===== src/rtl/twiddle_rom_arbiter.sv =====
// Round-robin share of one quarter-wave cos/sin ROM pair between two
// twiddle requesters, with quadrant mapping and a tagged registered reply.
//
// Ports:
//   clk_fft, reset          sole clock, synchronous active-high reset
//   enable                  gates new grants only; in-flight work drains
//   req0_*/req1_*           valid/index in, combinational ready (grant) out
//   rom_add, rom_add_sin    registered quarter-wave address to cos/sin ROMs
//   rom_cr, rom_ci          raw ROM words, valid rom_latency after address
//   rsp_valid/id/cos/sin    one-cycle response strobe, data held otherwise
//   busy                    any request still in flight
module twiddle_rom_arbiter #(
    parameter int log2_transform_length = 15,
    parameter int twiddle_width         = 16,
    parameter int rom_latency           = 2
) (
    input  logic                             clk_fft,
    input  logic                             reset,
    input  logic                             enable,
    input  logic                             req0_valid,
    input  logic [log2_transform_length-1:0] req0_index,
    output logic                             req0_ready,
    input  logic                             req1_valid,
    input  logic [log2_transform_length-1:0] req1_index,
    output logic                             req1_ready,
    output logic [log2_transform_length-3:0] rom_add,
    output logic [log2_transform_length-3:0] rom_add_sin,
    input  logic [twiddle_width-1:0]         rom_cr,
    input  logic [twiddle_width-1:0]         rom_ci,
    output logic                             rsp_valid,
    output logic                             rsp_id,
    output logic [twiddle_width-1:0]         rsp_cos,
    output logic [twiddle_width-1:0]         rsp_sin,
    output logic                             busy
);

    localparam int L  = log2_transform_length;
    localparam int AW = log2_transform_length - 2;
    localparam int W  = twiddle_width;
    // Address stage plus rom_latency delay stages, so the tag lines up
    // with ROM data in the cycle the response register samples it.
    localparam int D  = rom_latency + 1;

    localparam logic [W-1:0] MIN_VAL = {1'b1, {(W-1){1'b0}}};
    localparam logic [W-1:0] MAX_VAL = {1'b0, {(W-1){1'b1}}};

    logic           last;
    logic           grant0;
    logic           grant1;
    logic           accept;
    logic           acc_id;
    logic [L-1:0]   acc_idx;

    logic [D-1:0]   pipe_valid;
    logic [D-1:0]   pipe_id;
    logic [1:0]     pipe_q [D];

    logic [W-1:0]   map_cos;
    logic [W-1:0]   map_sin;

    function automatic logic [W-1:0] neg_sat(input logic [W-1:0] x);
        if (x == MIN_VAL) begin
            return MAX_VAL;
        end
        return (~x) + 1'b1;
    endfunction

    // Grant is purely a function of valids, enable and the last winner.
    always_comb begin
        grant0 = 1'b0;
        grant1 = 1'b0;
        if (!reset && enable) begin
            if (req0_valid && req1_valid) begin
                grant0 = last;
                grant1 = !last;
            end else begin
                grant0 = req0_valid;
                grant1 = req1_valid;
            end
        end
    end

    assign req0_ready = grant0;
    assign req1_ready = grant1;
    assign accept     = grant0 | grant1;
    assign acc_id     = grant1;
    assign acc_idx    = grant1 ? req1_index : req0_index;

    always_ff @(posedge clk_fft) begin
        if (reset) begin
            last    <= 1'b1;
            rom_add <= '0;
        end else if (accept) begin
            last    <= acc_id;
            rom_add <= acc_idx[AW-1:0];
        end
    end

    // Both ROMs always see the same quarter-wave address.
    assign rom_add_sin = rom_add;

    always_ff @(posedge clk_fft) begin
        if (reset) begin
            pipe_valid <= '0;
            pipe_id    <= '0;
            for (int i = 0; i < D; i++) begin
                pipe_q[i] <= 2'd0;
            end
        end else begin
            pipe_valid <= {pipe_valid[D-2:0], accept};
            pipe_id    <= {pipe_id[D-2:0], acc_id};
            pipe_q[0]  <= acc_idx[L-1:L-2];
            for (int i = 1; i < D; i++) begin
                pipe_q[i] <= pipe_q[i-1];
            end
        end
    end

    // Fold the quarter-wave words back onto the full circle.
    always_comb begin
        map_cos = rom_cr;
        map_sin = rom_ci;
        unique case (pipe_q[D-1])
            2'd0: begin
                map_cos = rom_cr;
                map_sin = rom_ci;
            end
            2'd1: begin
                map_cos = neg_sat(rom_ci);
                map_sin = rom_cr;
            end
            2'd2: begin
                map_cos = neg_sat(rom_cr);
                map_sin = neg_sat(rom_ci);
            end
            2'd3: begin
                map_cos = rom_ci;
                map_sin = neg_sat(rom_cr);
            end
        endcase
    end

    always_ff @(posedge clk_fft) begin
        if (reset) begin
            rsp_valid <= 1'b0;
            rsp_id    <= 1'b0;
            rsp_cos   <= '0;
            rsp_sin   <= '0;
        end else begin
            rsp_valid <= pipe_valid[D-1];
            if (pipe_valid[D-1]) begin
                rsp_id  <= pipe_id[D-1];
                rsp_cos <= map_cos;
                rsp_sin <= map_sin;
            end
        end
    end

    assign busy = (|pipe_valid) | rsp_valid;

endmodule


===== config.mk =====
export PLATFORM = sky130hd
export DESIGN_NAME = twiddle_rom_arbiter
export DESIGN_NICKNAME = d
export VERILOG_FILES = /design/src/rtl/twiddle_rom_arbiter.sv
export SDC_FILE = /design/constraint.sdc
export NUM_CORES = 1
export LEC_CHECK = 0
export CAP_MARGIN = 20
export CORE_MARGIN = 10
export CORE_UTILIZATION = 47
export DETAILED_ROUTE_END_ITERATION = 7
export HOLD_SLACK_MARGIN = 0.06
export PLACE_DENSITY = 0.82
export SLEW_MARGIN = 10
export SYNTH_ARGS = -nofsm -noshare
export SYNTH_HDL_FRONTEND = slang
export SYNTH_SLANG_ARGS = --single-unit

===== constraint.sdc =====
create_clock -name clk_fft -period 2.05 [get_ports clk_fft]
set_input_delay 0.3075 -clock clk_fft [delete_from_list [all_inputs] [get_ports clk_fft]]
set_output_delay 0.3075 -clock clk_fft [all_outputs]
set_load 0.03 [all_outputs]

Yosys cells after proc, flatten, opt, wreduce, memory -nomap -nowiden
Memories as Yosys holds them, arrays and structs flattened. Index checks and enable logic that the tools add are counted.

RAM bits: 6. Output and inout port bits: 63. Bits of input ports: 67. Word-level logic and storage cells: 54. Register bits: 54. Memories: 1.

Eq/ne operators: 5. Bitwise operators: 7. Muxes and demuxes: 25. Add/sub/neg operators: 2. Reduce and logical (&&, ||, !) cells: 6.

Memory list: pipe_q (depth 3, bits a word 2, rd ports 3, clocked after memory_dff 0, wr ports 3, line 56) `logic [1:0] pipe_q [D];`.

Operator list (number): 16-bit one-hot mux with 4 select lines (2); 16-bit 2-to-1 mux (6); 16-bit by 1-bit adder with 16-bit output (second input constant) (2); 16-bit == test (second input constant) (2); 16-bit inverter (2); 15-bit 2-to-1 mux (1); 1-bit 2-to-1 mux (13); 2-bit 2-to-1 mux (3); 1-bit bitwise OR (5); 2-bit == test (second input constant) (2); 3-bit OR reduction (1); 2-bit by 1-bit == test with 1-bit output (second input constant) (1); 1-bit logical AND (2); 1-bit logical NOT (2); 2-bit logical NOT (1).

Depth between registers and ports, before layout
Gate-level depths: netlist (run 1).

Depth in word-level cells: 5. Gate-level depth with buffers: 8. Gate-level depth less buffers: 7.

Worst setup path after synthesis (run 1)
No wires, ideal clock.

Path kind: input-to-reg. Start: input port reset. End: register rom_add[10]. Stages: 7. Arrival: 1890 ps. Setup slack: 93 ps. Required time: 1983 ps. Library setup time: 67 ps. Cell sequence: clkbuf_1 -> nor2b_1 -> nand2_1 -> a21oi_1 -> clkbuf_1 -> a222oi_1 -> nor2_1.

Longest elaborated chain between the ends: 4.

RTL lines: start, declared (line 18) `input logic reset,`; 1-bit logical NOT * (line 72) `if (!reset && enable) begin`; 1-bit logical AND * (line 72); 1-bit 2-to-1 mux * (line 72); via req1_ready (line 25) `output logic req1_ready,`; 15-bit 2-to-1 mux or 1-bit bitwise OR (tied branches) (line 87, 85); end signal, assigned (line 95) `rom_add <= acc_idx[AW-1:0];`; end, declared (line 26) `output logic [log2_transform_length-3:0] rom_add,`.

The timed path passes the listed nets; every way through them passes the cells marked *. A chain may end at the register's enable or synchronous reset.

Final worst setup path (run 1)
Start: input port rom_cr[0]. End: register rsp_cos[11].

Longest elaborated chain between the ends: 5.

RTL lines: start, declared (line 28) `input logic [twiddle_width-1:0] rom_cr,`; branches (longest 3 deep; another with 16-bit by 1-bit adder with 16-bit output); 16-bit 2-to-1 mux * (line 65) `return (~x) + 1'b1;`; 16-bit one-hot mux with 4 select lines * (line 123) `unique case (pipe_q[D-1])`; end signal, assigned (line 153) `rsp_cos <= map_cos;`; end, declared (line 32) `output logic [twiddle_width-1:0] rsp_cos,`.

Mark *: on every way between the ends. The select of a mux whose other input is x is not followed.

==> run_summary.xml, run 1 <==
<?xml version="1.0" encoding="UTF-8"?>
<metrics>
  <group name="run_status">
    <metric name="outcome" unit="">finished clean</metric>
  </group>
  <group name="synthesis">
    <metric name="synth-seq-cells" unit="">60</metric>
    <metric name="synth.lib_cells_used.distinct" unit="">75</metric>
    <metric name="fraction_of_the_yosys_area_taken_by_sequential_cells" unit="%">30.4</metric>
    <metric name="synthDominantCellAreaShare" unit="%">30.4</metric>
    <metric name="postSynth.asyncResetShare" unit="%">0</metric>
    <metric name="synthesis.area_per_instance" unit="µm²">7.95</metric>
    <metric name="synth.top_cells.by_count" unit="">dfxtp_1 (60), nor2_1 (45), nand2_1 (39), a21oi_1 (26), clkbuf_1 (24)</metric>
    <metric name="number_of_enable_type_register_cells_in_the_synthesized_netlist" unit="">0</metric>
    <metric name="yosys_most_used_dff" unit="">dfxtp_1</metric>
    <metric name="synth_top_cell_by_area" unit="">dfxtp_1</metric>
    <metric name="synthesis.yosys.warnings" unit="">0</metric>
    <metric name="synth.top_cells.by_area" unit="">dfxtp_1 (30%), nor2_1 (4.3%), nand2_1 (3.7%)</metric>
    <metric name="number_of_instances_in_the_synthesized_netlist" unit="">497</metric>
    <metric name="synthesized_cell_area" unit="µm²">3950</metric>
    <metric name="yosysMostFrequentCell" unit="">dfxtp_1</metric>
    <metric name="syn-num-nets" unit="">566</metric>
  </group>
  <group name="critical_path">
    <metric name="crit_path_max_fanout" unit="">3</metric>
    <metric name="cp_data_required_time" unit="ns">2.30</metric>
    <metric name="worstSetupPathType" unit="">input port to register</metric>
    <metric name="cpMaxStageDelayCell" unit="">or4_4</metric>
    <metric name="critical_path.max_stage_delay" unit="ns">0.51</metric>
    <metric name="worstSetupStartpointType" unit="">input port</metric>
    <metric name="cp-end-kind" unit="">register</metric>
    <metric name="crit-reg2reg-launch" unit="">pipe_q[0][4]$_SDFF_PP0_</metric>
    <metric name="startpoint" unit="">rom_cr[0]</metric>
    <metric name="worst-endpoint-arrival" unit="ns">2.25</metric>
    <metric name="crit_path_cell_trace" unit="">clkdlybuf4s50_1 -&gt; inv_1 -&gt; ha_1 -&gt; nand2b_1 -&gt; nor4_4 -&gt; or4_4 -&gt; a31oi_1 -&gt; o31ai_1</metric>
  </group>
  <group name="drt">
    <metric name="drcViolationCount" unit="">0</metric>
    <metric name="ant_nets" unit="">0</metric>
    <metric name="drt_first_pass_iters" unit="">5</metric>
    <metric name="vias" unit="">5192</metric>
    <metric name="starting_drc_count_in_detailed_routing" unit="">602</metric>
    <metric name="detail_route.vias_per_cell" unit="">6.38</metric>
    <metric name="drt_wl_total" unit="µm">18000</metric>
    <metric name="drt-wirelength-per-cell" unit="µm">22.1</metric>
  </group>
  <group name="clocking">
    <metric name="ctsRootBufferMaster" unit="">clkbuf_8</metric>
    <metric name="worst_skew_pair.late_latency" unit="ns">0.36</metric>
    <metric name="clock_sink_count" unit="">60</metric>
    <metric name="clock_path_buffers" unit="">2</metric>
    <metric name="numCtsBuffers" unit="">9</metric>
    <metric name="cts_tree" unit="">built</metric>
    <metric name="clock_tree.htree_level_count" unit="">3</metric>
    <metric name="clkTransAtPathRegs" unit="ns">0.09</metric>
  </group>
  <group name="timing">
    <metric name="layout_worst_path_cycle_share" unit="%">97.7</metric>
    <metric name="final-setup-viol-count" unit="">0</metric>
    <metric name="clock_skew" unit="ns">0.0177</metric>
    <metric name="maxSlewViolCount" unit="">0</metric>
    <metric name="tightest_slew" unit="ns">0.494</metric>
    <metric name="worst_slew_margin_rel" unit="%">67.0</metric>
    <metric name="hold_violations" unit="">0</metric>
    <metric name="max_clock_freq" unit="MHz">499</metric>
    <metric name="finalCriticalPeriod" unit="ns">2.00</metric>
  </group>
  <group name="placement">
    <metric name="detailed_place.area" unit="µm²">5990</metric>
    <metric name="routabilityCongestion" unit="">1.01</metric>
    <metric name="place_hpwl" unit="µm">13500</metric>
    <metric name="numPortBuffers" unit="">129</metric>
  </group>
  <group name="power">
    <metric name="report.power.total" unit="W">0.00326</metric>
    <metric name="worst_ir_drop_vdd" unit="µV">391</metric>
    <metric name="cellLeakagePower" unit="nW">2.49</metric>
    <metric name="power.density" unit="nW/µm²">511</metric>
  </group>
  <group name="floorplan">
    <metric name="placeableCoreArea" unit="µm²">8220</metric>
    <metric name="fp.dieW" unit="µm">112</metric>
    <metric name="num_io_pins" unit="">130</metric>
    <metric name="die-height" unit="µm">112</metric>
    <metric name="rows" unit="">33</metric>
    <metric name="initial_core_util" unit="%">48.1</metric>
    <metric name="die_area" unit="µm²">12500</metric>
  </group>
  <group name="layout">
    <metric name="area_overhead_vs_synth" unit="%">61.7</metric>
    <metric name="final_area" unit="µm²">6390</metric>
    <metric name="register_area" unit="µm²">1200</metric>
    <metric name="final.fill_count" unit="">628</metric>
    <metric name="design.final.nets" unit="">773</metric>
    <metric name="antenna_cells" unit="">0</metric>
    <metric name="drive_gt1_share" unit="%">25.1</metric>
    <metric name="area_occupied_by_multi_input_gates" unit="µm²">2570</metric>
    <metric name="post-route-util" unit="%">77.8</metric>
  </group>
  <group name="global_routing">
    <metric name="global_route_wire_length_before_repair" unit="µm">28100</metric>
    <metric name="pin_count_of_the_biggest_net_entering_global_routing" unit="">40</metric>
    <metric name="global_route.peak_usage_layer" unit="">met2</metric>
    <metric name="antenna_violations_before_repair" unit="">0</metric>
    <metric name="globalRouteOverflowTotal" unit="">0</metric>
    <metric name="globalRouteMet3Util" unit="%">9.50</metric>
    <metric name="first_global_vias" unit="">5126</metric>
    <metric name="met2_usage" unit="%">45.2</metric>
    <metric name="grtUsageMet1" unit="%">31.9</metric>
    <metric name="overall_routing_resource_usage" unit="%">27.3</metric>
  </group>
  <group name="min_path">
    <metric name="hold_path_class" unit="">register to register</metric>
    <metric name="worst_hold_startpoint" unit="">pipe_q[0][3]$_SDFF_PP0_</metric>
  </group>
  <group name="job">
    <metric name="count_of_maximum_capacitance_violations" unit="">0</metric>
  </group>
</metrics>
[state kept, by name, indices dropped and copies added (netlist names)]
name,flops
rsp_sin,16
rsp_id,1
pipe_id,3
pipe_q,6
rom_add,13
pipe_valid,3
rsp_cos,16
last,1
rsp_valid,1
[metrics by stage]
step	setup slack [ns]	TNS (ns)	hold slack, ns	std cells
after CTS	-0.00108	-0.00108	0.440	813
final	0.0465	0	0.430	814
after global routing	-0.0242	-0.0463	0.451	814
after global placement	-0.461	-8.76	0.419	797
after floorplan	0.0928	0	0.400	497
after detailed placement	-0.537	-9.33	0.431	797
[critical path, delay by kind of cell]
family	cells	cell delay, ns
buf+inv	2	0.57
fa+ha+maj	1	0.23
simple gates	3	0.86
compound gates	2	0.28
[cells by family after synthesis]
kind of cell             after synthesis  synth area share [%]
XOR/XNOR                               8                  1.77
adder cells (fa/ha/maj)                2                 0.633
buffers and inverters                 65                  8.17
AO/OA/AOI/OAI                        165                  30.0
AND/OR/NAND/NOR                      185                  25.9
multiplexers                          12                  3.07
flip-flops                            60                  30.4
[repair_timing]
item / CTS / global route
setup buffers: 0 / 1
gates resized for setup: 9 / 36
setup endpoints to repair: 7 / 27
hold buffers: 0 / 0
pin swaps: 1 / 11
[worst paths after layout]
kind         slack, ns  depth (start not counted)                  endpoint
min               0.43                          1   pipe_q[0][5]$_SDFF_PP0_
max reg2reg       0.16                          5  rsp_sin[14]$_SDFFE_PP0P_
min reg2reg       0.43                          1   pipe_q[0][5]$_SDFF_PP0_
max               0.05                          8  rsp_cos[11]$_SDFFE_PP0P_
[area by class of cell]
class,count,share of cell area [%]
Sequential cell,60,18.8
Tap cell,105,2.06
Inverter,13,0.764
Multi-Input combinational cell,372,40.3
Clock inverter,7,1.43
Timing Repair Buffer,248,34.7
Clock buffer,9,1.94
[per-layer routing]
| layer | share of wire (%) | wire [µm] | up-vias |
|---|---|---|---|
| li1 | - | - | 2306 |
| met1 | 38 | 6780 | 2402 |
| met2 | 46 | 8290 | 412 |
| met3 | 13 | 2300 | 72 |
| met4 | 3.4 | 612 | 0 |
| met5 | 0 | 0 | - |
[report_power, final]
part           internal (W)  total (W)  switching, W
logic              0.000382   0.000809      0.000427
clock network      0.000680    0.00123      0.000546
registers           0.00120    0.00123     0.0000266
[layout by cell type (no fill, tap or decap), types with 10 or more instances in the layout]
cell | Yosys | routed
a21oi_1 | 26 | 25
a222oi_1 | 13 | 13
buf_4 | 14 | 119
clkdlybuf4s50_1 | 0 | 117
dfxtp_1 | 60 | 60
mux2i_1 | 11 | 10
nand2_1 | 39 | 39
nor2_1 | 45 | 44
nor2b_1 | 14 | 12
nor3_1 | 20 | 18
o21ai_0 | 23 | 22
o21ai_1 | 10 | 11
o221ai_1 | 11 | 11
o31ai_1 | 14 | 12
No activity file was read; power rests on OpenSTA's default activity.
==> run 2: changes to the inputs <==
==> constraint.sdc (replaced) <==
create_clock -name clk_fft -period 2.05 [get_ports clk_fft]
set_input_delay 0.41 -clock clk_fft [delete_from_list [all_inputs] [get_ports clk_fft]]
set_output_delay 0.41 -clock clk_fft [all_outputs]
set_load 0.03 [all_outputs]
==> run_summary.xml, run 2 (synthesis results as in run 1) <==
<?xml version="1.0" encoding="UTF-8"?>
<metrics>
  <group name="timing">
    <metric name="clock_skew" unit="ns">0.00895</metric>
    <metric name="tightest_slew" unit="ns">0.488</metric>
    <metric name="layout_worst_path_cycle_share" unit="%">98.9</metric>
    <metric name="final-setup-viol-count" unit="">0</metric>
    <metric name="final.hold.worst_slack" unit="ns">0.443</metric>
    <metric name="worst_slew_margin_rel" unit="%">67.4</metric>
    <metric name="max_clock_freq" unit="MHz">493</metric>
    <metric name="maxSlewViolCount" unit="">0</metric>
    <metric name="final_critical_path_setup_slack" unit="ns">0.0222</metric>
    <metric name="rsz0062_at_grt" unit="">yes</metric>
    <metric name="hold_violations" unit="">0</metric>
    <metric name="finalCriticalPeriod" unit="ns">2.03</metric>
  </group>
  <group name="global_routing">
    <metric name="first_global_vias" unit="">5179</metric>
    <metric name="pin_count_of_the_biggest_net_entering_global_routing" unit="">20</metric>
    <metric name="globalRouteOverflowTotal" unit="">0</metric>
    <metric name="overall_routing_resource_usage" unit="%">27.0</metric>
    <metric name="antenna_violations_before_repair" unit="">0</metric>
    <metric name="global_route_wire_length_before_repair" unit="µm">27800</metric>
  </group>
  <group name="placement">
    <metric name="numPortBuffers" unit="">129</metric>
    <metric name="routabilityCongestion" unit="">0.951</metric>
    <metric name="place_hpwl" unit="µm">13600</metric>
    <metric name="dp_worst_setup_slack" unit="ns">-0.689</metric>
    <metric name="detailed_place.area" unit="µm²">6040</metric>
  </group>
  <group name="critical_path">
    <metric name="crit_path_max_fanout" unit="">3</metric>
    <metric name="critical_path.max_stage_delay" unit="ns">0.47</metric>
    <metric name="crit-reg2reg-capture" unit="">rsp_cos[14]$_SDFFE_PP0P_</metric>
    <metric name="cpMaxStageDelayCell" unit="">clkdlybuf4s50_1</metric>
    <metric name="worst-endpoint-arrival" unit="ns">2.28</metric>
    <metric name="cp-end-kind" unit="">register</metric>
    <metric name="worstSetupPathType" unit="">input port to register</metric>
    <metric name="crit-reg2reg-launch" unit="">pipe_q[0][4]$_SDFF_PP0_</metric>
    <metric name="r2r.worst_path.cells" unit="">5</metric>
    <metric name="cp_data_required_time" unit="ns">2.30</metric>
    <metric name="worstSetupStartpointType" unit="">input port</metric>
    <metric name="crit_path_cell_trace" unit="">clkdlybuf4s50_1 -&gt; nor4_2 -&gt; buf_4 -&gt; nand2_1 -&gt; nor4_1 -&gt; o21ai_0 -&gt; a32o_1</metric>
    <metric name="reg2reg_slack" unit="ns">0.25</metric>
  </group>
  <group name="clocking">
    <metric name="worst_skew_pair.late_latency" unit="ns">0.36</metric>
    <metric name="ctsRootBufferMaster" unit="">clkbuf_8</metric>
    <metric name="numCtsBuffers" unit="">9</metric>
    <metric name="clock_sink_count" unit="">60</metric>
    <metric name="cts.hold.buffers_added" unit="">0</metric>
    <metric name="clock_tree.htree_level_count" unit="">3</metric>
    <metric name="clock_path_buffers" unit="">2</metric>
    <metric name="cts_tree" unit="">built</metric>
    <metric name="clkTransAtPathRegs" unit="ns">0.07</metric>
  </group>
  <group name="layout">
    <metric name="design.final.nets" unit="">787</metric>
    <metric name="mostFrequentLayoutCell" unit="">buf_4</metric>
    <metric name="area_overhead_vs_synth" unit="%">65.2</metric>
    <metric name="post-route-util" unit="%">79.5</metric>
    <metric name="antenna_cells" unit="">0</metric>
    <metric name="drive_gt1_share" unit="%">27.8</metric>
    <metric name="final_area" unit="µm²">6530</metric>
    <metric name="biggestRegsByFlops" unit="">rsp_cos x16, rsp_sin x16, rom_add x13</metric>
    <metric name="highest_count_cells_in_the_layout_ignoring_fill_and_taps" unit="">buf_4 (128), clkdlybuf4s50_1 (107), dfxtp_1 (59)</metric>
  </group>
  <group name="drt">
    <metric name="drt_wl_total" unit="µm">17900</metric>
    <metric name="drcViolationCount" unit="">0</metric>
    <metric name="vias" unit="">5128</metric>
    <metric name="ant_nets" unit="">0</metric>
    <metric name="starting_drc_count_in_detailed_routing" unit="">559</metric>
    <metric name="detail_route.vias_per_cell" unit="">6.20</metric>
    <metric name="drt_first_pass_iters" unit="">5</metric>
    <metric name="drt-wirelength-per-cell" unit="µm">21.7</metric>
  </group>
  <group name="floorplan">
    <metric name="die_area" unit="µm²">12500</metric>
    <metric name="initial_core_util" unit="%">48.1</metric>
    <metric name="fp.dieW" unit="µm">112</metric>
    <metric name="num_io_pins" unit="">130</metric>
    <metric name="placeableCoreArea" unit="µm²">8220</metric>
    <metric name="rows" unit="">33</metric>
    <metric name="die-height" unit="µm">112</metric>
  </group>
  <group name="min_path">
    <metric name="worst_hold_startpoint" unit="">pipe_q[0][2]$_SDFF_PP0_</metric>
    <metric name="hold_path_class" unit="">register to register</metric>
    <metric name="min_delay_path_depth" unit="">1</metric>
    <metric name="hold_path_end" unit="">pipe_q[0][4]$_SDFF_PP0_</metric>
  </group>
  <group name="run_status">
    <metric name="outcome" unit="">finished clean</metric>
  </group>
  <group name="power">
    <metric name="report.power.total" unit="W">0.00316</metric>
    <metric name="seq_power_share" unit="%">39.0</metric>
    <metric name="cellLeakagePower" unit="nW">2.55</metric>
    <metric name="power.share.switching" unit="%">30.9</metric>
    <metric name="pwr-share-clk" unit="%">34.9</metric>
    <metric name="worst_ir_drop_vdd" unit="µV">389</metric>
    <metric name="pwr-share-comb" unit="%">26.1</metric>
    <metric name="cellInternalPower" unit="W">0.00218</metric>
    <metric name="power.density" unit="nW/µm²">484</metric>
    <metric name="p_switching" unit="W">0.000975</metric>
  </group>
  <group name="job">
    <metric name="count_of_maximum_capacitance_violations" unit="">0</metric>
  </group>
</metrics>
## run 2: worst max path at each step
stage | from | to | slack [ns] | cells past startpoint
global route | rom_ci[8] | rsp_cos[14]$_SDFFE_PP0P_ | -0.02 | 7
CTS | rom_ci[6] | rsp_sin[10]$_SDFFE_PP0P_ | -0.04 | 7
floorplan | rom_ci[1] | rsp_cos[9]$_SDFFE_PP0P_ | 0.05 | 8
global placement | rom_ci[1] | rsp_sin[10]$_SDFFE_PP0P_ | -0.60 | 9
finish | rom_ci[8] | rsp_cos[14]$_SDFFE_PP0P_ | 0.02 | 7
detailed placement | rom_ci[1] | rsp_sin[10]$_SDFFE_PP0P_ | -0.69 | 9
## run 2: power by group through the flow
stage                     Sequential [W]  Clock [W]  Combinational [W]
after global routing             0.00123    0.00115           0.000873
after detailed placement         0.00126          0           0.000773
after floorplan                  0.00130          0           0.000303
final                            0.00123    0.00110           0.000824
after CTS                        0.00123    0.00110           0.000789
after global placement           0.00125          0           0.000767
## run 2: routing by layer
layer  track usage [%]  part of all wire (%)
met5                 0                     0
met4              9.60                   3.2
met3              10.7                    12
met2              44.1                    46
met1              31.4                    38
## run 2: worst max-delay path, delay by kind of cell
kind,cells,cell delay (ns)
buffers and inverters,2,0.66
AOI/OAI and AO/OA,2,0.41
and+or+nand+nor,3,0.79
## run 2: area by class of cell
| class | instances | area, µm² |
|---|---|---|
| clock buffers | 11 | 141 |
| clock inverters | 4 | 50.0 |
| fillers | 574 | 1690 |
| inverters | 13 | 48.8 |
| multi-input cells | 372 | 2650 |
| flip-flops and latches | 60 | 1200 |
| well taps | 105 | 131 |
| repair buffers | 262 | 2310 |
## run 2: timing repair
item                                    CTS  global route
endpoints found under the setup margin   29            26
resized for setup                        45            32
pin swaps                                11            15
cloned                                    0             0
setup buffers                             1             6
## run 2: metrics by stage
step	std cells	TNS, ns
CTS	821	-0.0372
floorplan	497	0
global route	827	-0.0328
finish	827	0
detailed placement	805	-14.55
global placement	805	-12.89
